==> src/rtl/timer_cmd_serializer_if.sv <==
// Command-side bus of the timer-command serializer: request/capture
// signals in, status and the serial line out.
interface timer_cmd_serializer_if #(
    parameter int DATA_W = 4
);
    logic              start;
    logic [DATA_W-1:0] delay;
    logic              ack;
    logic              ready;
    logic              busy;
    logic              data;
    logic              done;

    // The command side (and the receiver's ack) drive the serializer
    modport master (
        output start, delay, ack,
        input  ready, busy, data, done
    );

    // The serializer itself
    modport slave (
        input  start, delay, ack,
        output ready, busy, data, done
    );
endinterface

==> src/rtl/timer_cmd_serializer.sv <==
// Transmit end of the serial timer-command link. A captured delay value
// is sent as a 4-bit start pattern (bit 3 first) followed by the delay
// bits MSB first. The line then idles until the receiver acknowledges.
module timer_cmd_serializer #(
    parameter logic [3:0] PATTERN    = 4'b1101,
    parameter int         DATA_W     = 4,
    parameter logic       IDLE_LEVEL = 1'b0
) (
    input logic                   clk,
    input logic                   reset,
    timer_cmd_serializer_if.slave bus
);
    // The counter indexes both the 4 header bits and the delay bits.
    // It never wraps because every phase ends when it reaches zero.
    localparam int CNT_MAX = (DATA_W - 1 > 3) ? DATA_W - 1 : 3;
    localparam int CNT_W   = $clog2(CNT_MAX + 1);

    localparam logic [CNT_W-1:0] HDR_LAST_CNT  = CNT_W'(3);
    localparam logic [CNT_W-1:0] DATA_LAST_CNT = CNT_W'(DATA_W - 1);
    localparam logic [CNT_W-1:0] CNT_ONE       = CNT_W'(1);

    typedef enum logic [1:0] {
        IDLE,
        HDR,
        DATA,
        WAIT_ACK
    } state_t;

    state_t            state;
    state_t            state_next;
    logic [CNT_W-1:0]  cnt;
    logic [CNT_W-1:0]  cnt_next;
    logic [CNT_W-1:0]  cnt_dec;
    logic [DATA_W-1:0] shreg;
    logic [DATA_W-1:0] shreg_next;
    logic              data_q;
    logic              data_next;
    logic              done_q;
    logic              done_next;

    assign cnt_dec = cnt - CNT_ONE;

    // The line value is computed for the state being entered, so the
    // registered output lines up with that state: during HDR the line
    // carries PATTERN[cnt], and during DATA it carries the bit that was
    // the shift-register MSB when the state was entered.
    always_comb begin
        state_next = state;
        cnt_next   = cnt;
        shreg_next = shreg;
        data_next  = IDLE_LEVEL;
        done_next  = 1'b0;
        case (state)
            IDLE: begin
                if (bus.start) begin
                    state_next = HDR;
                    cnt_next   = HDR_LAST_CNT;
                    shreg_next = bus.delay;
                    data_next  = PATTERN[3];
                end
            end
            HDR: begin
                if (cnt == '0) begin
                    state_next = DATA;
                    cnt_next   = DATA_LAST_CNT;
                    data_next  = shreg[DATA_W-1];
                    shreg_next = shreg << 1;
                end else begin
                    cnt_next  = cnt_dec;
                    data_next = PATTERN[cnt_dec[1:0]];
                end
            end
            DATA: begin
                if (cnt == '0) begin
                    state_next = WAIT_ACK;
                end else begin
                    cnt_next   = cnt_dec;
                    data_next  = shreg[DATA_W-1];
                    shreg_next = shreg << 1;
                end
            end
            WAIT_ACK: begin
                if (bus.ack) begin
                    state_next = IDLE;
                    done_next  = 1'b1;
                end
            end
            default: begin
                state_next = IDLE;
            end
        endcase
    end

    // State, counter, shift register and the registered outputs; reset
    // aborts any frame in flight without a done pulse.
    always_ff @(posedge clk) begin
        if (reset) begin
            state  <= IDLE;
            cnt    <= '0;
            shreg  <= '0;
            data_q <= IDLE_LEVEL;
            done_q <= 1'b0;
        end else begin
            state  <= state_next;
            cnt    <= cnt_next;
            shreg  <= shreg_next;
            data_q <= data_next;
            done_q <= done_next;
        end
    end

    assign bus.ready = (state == IDLE);
    assign bus.busy  = (state != IDLE);
    assign bus.data  = data_q;
    assign bus.done  = done_q;
endmodule

==> src/flat_wrapper.sv <==
// flat-port wrapper written by rule: the top's interface ports become plain ports
module timer_cmd_serializer_flat 
#(
    parameter logic [3:0] PATTERN    = 4'b1101,
    parameter int         DATA_W     = 4,
    parameter logic       IDLE_LEVEL = 1'b0
)
  (clk, reset, bus_start, bus_delay, bus_ack, bus_ready, bus_busy, bus_data, bus_done);
  timer_cmd_serializer_if #(.DATA_W(DATA_W)) bus_i ();
  input logic clk;
  input logic reset;
  input wire logic [$bits(bus_i.start)-1:0] bus_start;
  input wire logic [$bits(bus_i.delay)-1:0] bus_delay;
  input wire logic [$bits(bus_i.ack)-1:0] bus_ack;
  output wire logic [$bits(bus_i.ready)-1:0] bus_ready;
  output wire logic [$bits(bus_i.busy)-1:0] bus_busy;
  output wire logic [$bits(bus_i.data)-1:0] bus_data;
  output wire logic [$bits(bus_i.done)-1:0] bus_done;
  assign bus_i.start = bus_start;
  assign bus_i.delay = bus_delay;
  assign bus_i.ack = bus_ack;
  assign bus_ready = bus_i.ready;
  assign bus_busy = bus_i.busy;
  assign bus_data = bus_i.data;
  assign bus_done = bus_i.done;
  timer_cmd_serializer #(.PATTERN(PATTERN), .DATA_W(DATA_W), .IDLE_LEVEL(IDLE_LEVEL)) u_core (.clk(clk), .reset(reset), .bus(bus_i));
endmodule
==> config.mk <==
export PLATFORM = sky130hd
export DESIGN_NAME = timer_cmd_serializer_flat
export DESIGN_NICKNAME = d
export VERILOG_FILES = /design/src/rtl/timer_cmd_serializer_if.sv /design/src/rtl/timer_cmd_serializer.sv /design/src/flat_wrapper.sv
export SDC_FILE = /design/constraint.sdc
export NUM_CORES = 1
export LEC_CHECK = 0
export BUFFER_PORTS_ARGS = -buffer_cell sky130_fd_sc_hd__buf_2
export CAP_MARGIN = 40
export CELL_PAD_IN_SITES_DETAIL_PLACEMENT = 0
export CELL_PAD_IN_SITES_GLOBAL_PLACEMENT = 1
export CORE_UTILIZATION = 42
export CTS_CLUSTER_DIAMETER = 40
export DETAILED_ROUTE_END_ITERATION = 10
export GPL_ROUTABILITY_DRIVEN = 0
export PLACE_DENSITY_LB_ADDON = 0.1
export SYNTH_ARGS = -nofsm -noshare
export SYNTH_HDL_FRONTEND = slang
export SYNTH_SLANG_ARGS = --single-unit
==> constraint.sdc <==
create_clock -name clk -period 3.7 [get_ports clk]
set_input_delay 0.74 -clock clk [delete_from_list [all_inputs] [get_ports clk]]
set_output_delay 0.74 -clock clk [all_outputs]
set_load 0.05 [all_outputs]
==> flow_summary.ini, run 1 <==
[outcome]
outcome = finished, final reports clean

[sta]
finalMaxSlewViolations = 0
max_freq_ghz = 0.485
worst_slew_pin_slew_ps = 389
report.final.setup_viol = 0
final.min_clock_period_ps = 2060
layout_worst_path_cycle_share_pct = 55.8
holdWs_ps = 479
final_hold_viol_count = 0
skew_ps = 2.79
setup_total_negative_slack_ps = 0
timing.max_slew.rel_slack_pct = 74.1
unrepaired_setup_endpoints_after_global_routing = no

[grt]
grtUsageMet2_pct = 23.8
grtUsageMet3_pct = 4.89
grt_pass1_wl_um = 1800
antenna_violations_before_repair = 0
global_route.usage.total_pct = 16.7
overflow = 0
grt_busiest_layer = met2
grt_max_degree = 14
grt.met1_usage_pct = 21.9
number_of_global_route_vias_before_repair = 426

[clocking]
tritoncts_sinks = 10
cts-resized-gates = 0
htree_num_levels = 1
cts_made_buffers = 3
cts_setup_buffers = 0
cts.root.buffer_cell = sky130_fd_sc_hd__clkbuf_4
clk_pin_slew_worst_setup_hold_paths_ps = 70
worstSkewPairLatency_ps = 260
tritoncts_clock_tree = done
post_cts_hold_buffer_count = 0
cts_max_path_buffers = 2

[layout]
layout-area-overhead-vs-synth_pct = 15.7
final_layout_size_suffix_gt1_share_pct = 22.2
fin_nets = 98
finish.utilization_pct = 54.6
fillerInstances = 140
mostFrequentLayoutCell = sky130_fd_sc_hd__buf_2
commonest_non_fill_non_tap_cells_in_the_layout = 11 x sky130_fd_sc_hd__buf_2, 10 x sky130_fd_sc_hd__dfxtp_1, 8 x sky130_fd_sc_hd__ha_1
n_antenna_cell = 0

[yosys]
mappedNetlistArea_um2 = 644
synthesis.yosys.warnings = 0
synth_top_family_by_area = compound AO/OA/AOI/OAI gates
post_synth_fa_ha_maj_area_fraction_pct = 15.5
seq_area_frac_synth_pct = 31.1
yosys.area_share.xor_xnor_pct = 0
synth.avg_cell_area_um2 = 9.48
post_synth_mux_area_share_pct = 9.32
synthesis.instances = 68
compound_gate_fraction_of_synth_area_pct = 23.5
post_synth_num_cell_types = 24
synth_fp_nets = 84
synth_simple_gate_area_share_pct = 15.7
synth_seq_cells = 10

[power]
power_frac_seq_pct = 25.9
swShare_pct = 45.6
vdd.ir_drop.worst_v = 0.000410
clock_power_share_pct = 14.8
internal_power_mw = 0.370
p_comb_share_pct = 59.3
power.density_cell_area_mw_per_mm2 = 912
total_leakage_power_nw = 0.349
power.net_switching_mw = 0.310

[worst_hold_path]
worst_hold_path_type = reg -> reg

[detailed_routing]
final_antenna_net_count = 0
drt_pass1_iterations = 4
num_vias = 503
dr.first_iter.drc_count = 7
postRouteWirelength_um = 1190
via_per_inst = 5.24
detail_route.drc_violations = 0
avgRoutedWirePerCell_um = 12.4

[die]
die_y_um = 41.2
die_width_um = 41.2
io_pins = 12
dieArea_mm2 = 0.00169
placementRows = 13
floorplan.initialDensity_pct = 47.2
placeableCoreArea_mm2 = 0.00137

[critical_path]
crit_required_ps = 2960
timing.critical_path.from_type = flop
worst_path_max_delay_cell = sky130_fd_sc_hd__dfxtp_1
max_stage_delay_ps = 400
cp_cell_sequence = inv_1, ha_1, inv_1, buf_2
arrival_ps = 1320
cpMostUsedCell = sky130_fd_sc_hd__inv_1
path_class = reg -> out
worstSetupEndpointType = output pin
cp_max_fo = 5

[flow_run]
cap_violations = 0

[placement]
hpwl_um = 886
place.port_buffers = 11
[critical path, delay by kind of cell (launching register included)]
family                   cells  cell delay [ps]
flip-flops                   1              400
buffers and inverters        3              410
adder cells (fa/ha/maj)      1              250
[metrics by stage]
step	setup slack [ps]	power (mW)	std cells	area, µm²
after global placement	1940	0.581	92	709
after detailed placement	1920	0.583	92	709
after CTS	1620	0.687	96	746
final	1640	0.680	96	746
after global routing	1500	0.737	96	746
after floorplan	1640	0.509	68	644
[final timing paths]
kind                                              startpoint                           end  slack (ps)  cells after the start
worst max-delay path            u_core.state[0]$_SDFFE_PP0P_                      bus_busy        1640                      4
worst min-delay path            u_core.shreg[0]$_SDFFE_PP0P_  u_core.shreg[0]$_SDFFE_PP0P_         480                      2
worst max register to register  u_core.state[0]$_SDFFE_PP0P_  u_core.shreg[0]$_SDFFE_PP0P_        2060                      4
worst min register to register  u_core.shreg[0]$_SDFFE_PP0P_  u_core.shreg[0]$_SDFFE_PP0P_         480                      2
[Yosys cell counts, drive strengths merged]
cell type   n  area [µm²]
and2        1        6.26
a21oi       3        15.0
nor3        1        10.0
nor2b       2        12.5
or3b        1        8.76
nand2b      6        37.5
o21a        1        7.51
a211oi      5        37.5
mux2i       6        60.1
nand2       2        7.51
clkbuf      1        3.75
o21bai      1        7.51
and2b       1        7.51
a2bb2oi     1        8.76
a31oi       3        18.8
buf         1        5.00
a21o        2        15.0
ha          8         100
nor2        3        11.3
a2111oi     1        27.5
inv         6        22.5
dfxtp      10         200
a311oi      1        8.76
o21ai       1        5.00
[power groups by stage]
stage	logic, mW	clock network (mW)	registers [mW]
after global placement	0.403	0	0.178
after floorplan	0.323	0	0.186
after global routing	0.445	0.110	0.182
after detailed placement	0.404	0	0.179
after CTS	0.406	0.105	0.176
final	0.403	0.101	0.176
[layout make-up]
cell class,instances,area [µm²],area share (%)
inverter,6,22.5,3.02
sequential,10,200,26.8
tap,15,18.8,2.52
timing repair buffer,11,55.1,7.38
multi-input combinational,50,413,55.4
clock buffer,4,36.3,4.87
[flip-flops by register name, indices dropped and copies added, names as in the netlist]
signal,count
u_core.shreg,4
u_core.cnt,2
u_core.state,2
u_core.bus.data,1
u_core.bus.done,1
[cell families (layout without fill, tap and decap cells)]
group           Yosys count  count (layout)
fa+ha+maj                 8               8
simple gates             17              17
compound gates           19              19
buf+inv                   8              21
flops                    10              10
mux                       6               6
[routing by layer]
| metal | up-vias | routed length, µm |
|---|---|---|
| met2 | 11 | 504 |
| li1 | 265 | - |
| met3 | 2 | 44 |
| met1 | 225 | 629 |
| met4 | 0 | 14 |
| met5 | - | 0 |
No activity file was read; power rests on OpenSTA's default activity.
==> run 2: changes to the inputs <==
--- a/config.mk
+++ b/config.mk
@@ -9,7 +9,8 @@
 export CAP_MARGIN = 40
 export CELL_PAD_IN_SITES_DETAIL_PLACEMENT = 0
 export CELL_PAD_IN_SITES_GLOBAL_PLACEMENT = 1
-export CORE_UTILIZATION = 42
+export CORE_ASPECT_RATIO = 0.8
+export CORE_UTILIZATION = 35
 export CTS_CLUSTER_DIAMETER = 40
 export DETAILED_ROUTE_END_ITERATION = 10
 export GPL_ROUTABILITY_DRIVEN = 0
==> constraint.sdc (replaced) <==
create_clock -name clk -period 1.75 [get_ports clk]
set_input_delay 0.35 -clock clk [delete_from_list [all_inputs] [get_ports clk]]
set_output_delay 0.35 -clock clk [all_outputs]
set_load 0.05 [all_outputs]
==> flow_summary.ini, run 2 (synthesized netlist as in run 1, its figures left out) <==
[outcome]
outcome = finished, final reports clean

[detailed_routing]
drt_pass1_iterations = 4
dr.first_iter.drc_count = 22
via_per_inst = 4.94
avgRoutedWirePerCell_um = 12.7
detail_route.drc_violations = 0
num_vias = 509
final_antenna_net_count = 0
postRouteWirelength_um = 1310

[critical_path]
cp_cell_sequence = inv_1, ha_2, inv_1, buf_2
cpMostUsedCell = sky130_fd_sc_hd__inv_1
critical-path-top-delay-family = flip-flops
cp.buffers_inverters = 3
crit_required_ps = 1400
cp_max_fo = 5
max_stage_delay_ps = 400
worst_path_max_delay_cell = sky130_fd_sc_hd__dfxtp_1
r2r_end = u_core.state[1]$_SDFFE_PP0P_
timing.critical_path.from = u_core.state[1]$_SDFFE_PP0P_
path_class = reg -> out
rrSetupSlack_ps = 140
worstSetupEndpointType = output pin
reg2reg_depth = 5
r2r-start = u_core.state[1]$_SDFFE_PP0P_
arrival_ps = 1280
timing.critical_path.from_type = flop

[layout]
largest_register_ffs = 4
final_layout_size_suffix_gt1_share_pct = 25.9
layout-area-overhead-vs-synth_pct = 17.1
fillerInstances = 169
n_antenna_cell = 0
commonest_non_fill_non_tap_cells_in_the_layout = 11 x sky130_fd_sc_hd__buf_2, 9 x sky130_fd_sc_hd__dfxtp_1, 7 x sky130_fd_sc_hd__ha_1
registers.top_by_ff_count = u_core.shreg
fin_nets = 99
top_regs = u_core.shreg: 4 flops, u_core.cnt: 2 flops, u_core.state: 2 flops
mostFrequentLayoutCell = sky130_fd_sc_hd__buf_2

[grt]
antenna_violations_before_repair = 0
number_of_global_route_vias_before_repair = 491
overflow = 0
grt_max_degree = 14
grt_pass1_wl_um = 2240
global_route.usage.total_pct = 15.5

[sta]
worst_slew_pin_slew_ps = 355
final_hold_viol_count = 0
timing.max_slew.rel_slack_pct = 76.3
finalMaxSlewViolations = 0
unrepaired_setup_endpoints_after_global_routing = no
report.final.setup_viol = 0
max_freq_ghz = 0.614
final.min_clock_period_ps = 1630
skew_ps = 5.15
fin_ws_ps = 122
layout_worst_path_cycle_share_pct = 93.0
setup_total_negative_slack_ps = 0
holdWs_ps = 313

[die]
dieArea_mm2 = 0.00202
die_width_um = 50.0
io_pins = 12
die_y_um = 40.4
placeableCoreArea_mm2 = 0.00168
placementRows = 13
floorplan.initialDensity_pct = 38.5

[clocking]
cts.root.buffer_cell = sky130_fd_sc_hd__clkbuf_4
htree_num_levels = 1
cts_made_buffers = 3
cts_max_path_buffers = 2
tritoncts_sinks = 10
cts_setup_buffers = 0
tritoncts_clock_tree = done
post_cts_hold_buffer_count = 0
worstSkewPairLatency_ps = 270
clk_pin_slew_worst_setup_hold_paths_ps = 60

[placement]
place.port_buffers = 11
hpwl_um = 1020
dpl_worst_slack_ps = 95.5

[power]
vdd.ir_drop.worst_v = 0.00107
total_leakage_power_nw = 0.347
total_power_mw = 1.42
power.density_cell_area_mw_per_mm2 = 1890

[worst_hold_path]
min_path_cells = 3
hold_path_end = u_core.bus.done$_SDFF_PP0_
worst_hold_path_type = in -> reg
hold_path.startpoint = bus_ack

[flow_run]
cap_violations = 0
[run 2: changes by cell type in the layout (fill, tap and decap cells not counted)]
cell	before	now
sky130_fd_sc_hd__buf_4	0	1
sky130_fd_sc_hd__nor2b_1	2	1
sky130_fd_sc_hd__clkbuf_8	1	0
sky130_fd_sc_hd__ha_2	0	1
sky130_fd_sc_hd__dfxtp_1	10	9
sky130_fd_sc_hd__nor2b_2	0	1
sky130_fd_sc_hd__dfxtp_2	0	1
sky130_fd_sc_hd__ha_1	8	7
[run 2: final cells by class]
cell class              instances  area, µm²  share of cell area (%)
well taps                      22       27.5                    3.65
flip-flops and latches         10        201                    26.7
clock buffers                   3       22.5                    2.99
inverters                       6       22.5                    2.99
repair buffers                 12       62.6                    8.29
multi-input cells              50        418                    55.4
[run 2: through the flow]
step                cell area [µm²]  std cells  util (%)
CTS                             751        103      44.8
finish                          754        103      45.0
global placement                728        100      43.5
global route                    754        103      45.0
detailed placement              728        100      43.5
floorplan                       647         68         -
[run 2: per-layer routing]
layer / vias to the layer above / share of wire, % / GRT usage [%]
met5: - / 0 / 0
met4: 0 / 0.46 / 4.29
met3: 2 / 6.1 / 5.68
met2: 15 / 40 / 24.7
met1: 223 / 53 / 20.0
li1: 269 / - / -
[run 2: worst register-to-register path, delay by kind of cell (launching register included)]
| family | cells | cell delay, ps |
|---|---|---|
| and+or+nand+nor | 1 | 190 |
| muxes | 1 | 220 |
| buffers and inverters | 1 | 100 |
| AOI/OAI and AO/OA | 1 | 410 |
| DFF | 1 | 400 |
| adders and majority gates | 1 | 220 |
[run 2: worst max path at each step]
| stage | endpoint | cells past startpoint |
|---|---|---|
| floorplan | u_core.state[0]$_SDFFE_PP0P_ | 5 |
| CTS | bus_busy | 4 |
| global placement | u_core.state[0]$_SDFFE_PP0P_ | 5 |
| finish | bus_busy | 4 |
| detailed placement | u_core.state[0]$_SDFFE_PP0P_ | 5 |
| global route | u_core.state[1]$_SDFFE_PP0P_ | 5 |
[run 2: repair_timing]
item	CTS	global route
endpoints found under the hold margin	0	0
resized for setup	0	2
endpoints found under the setup margin	0	4
[run 2: report_power, final]
group / total, mW / internal, mW / switching [mW]
clock network: 0.157 / 0.0795 / 0.0780
logic: 0.887 / 0.363 / 0.524
registers: 0.379 / 0.318 / 0.0616
total: 1.42 / 0.761 / 0.663
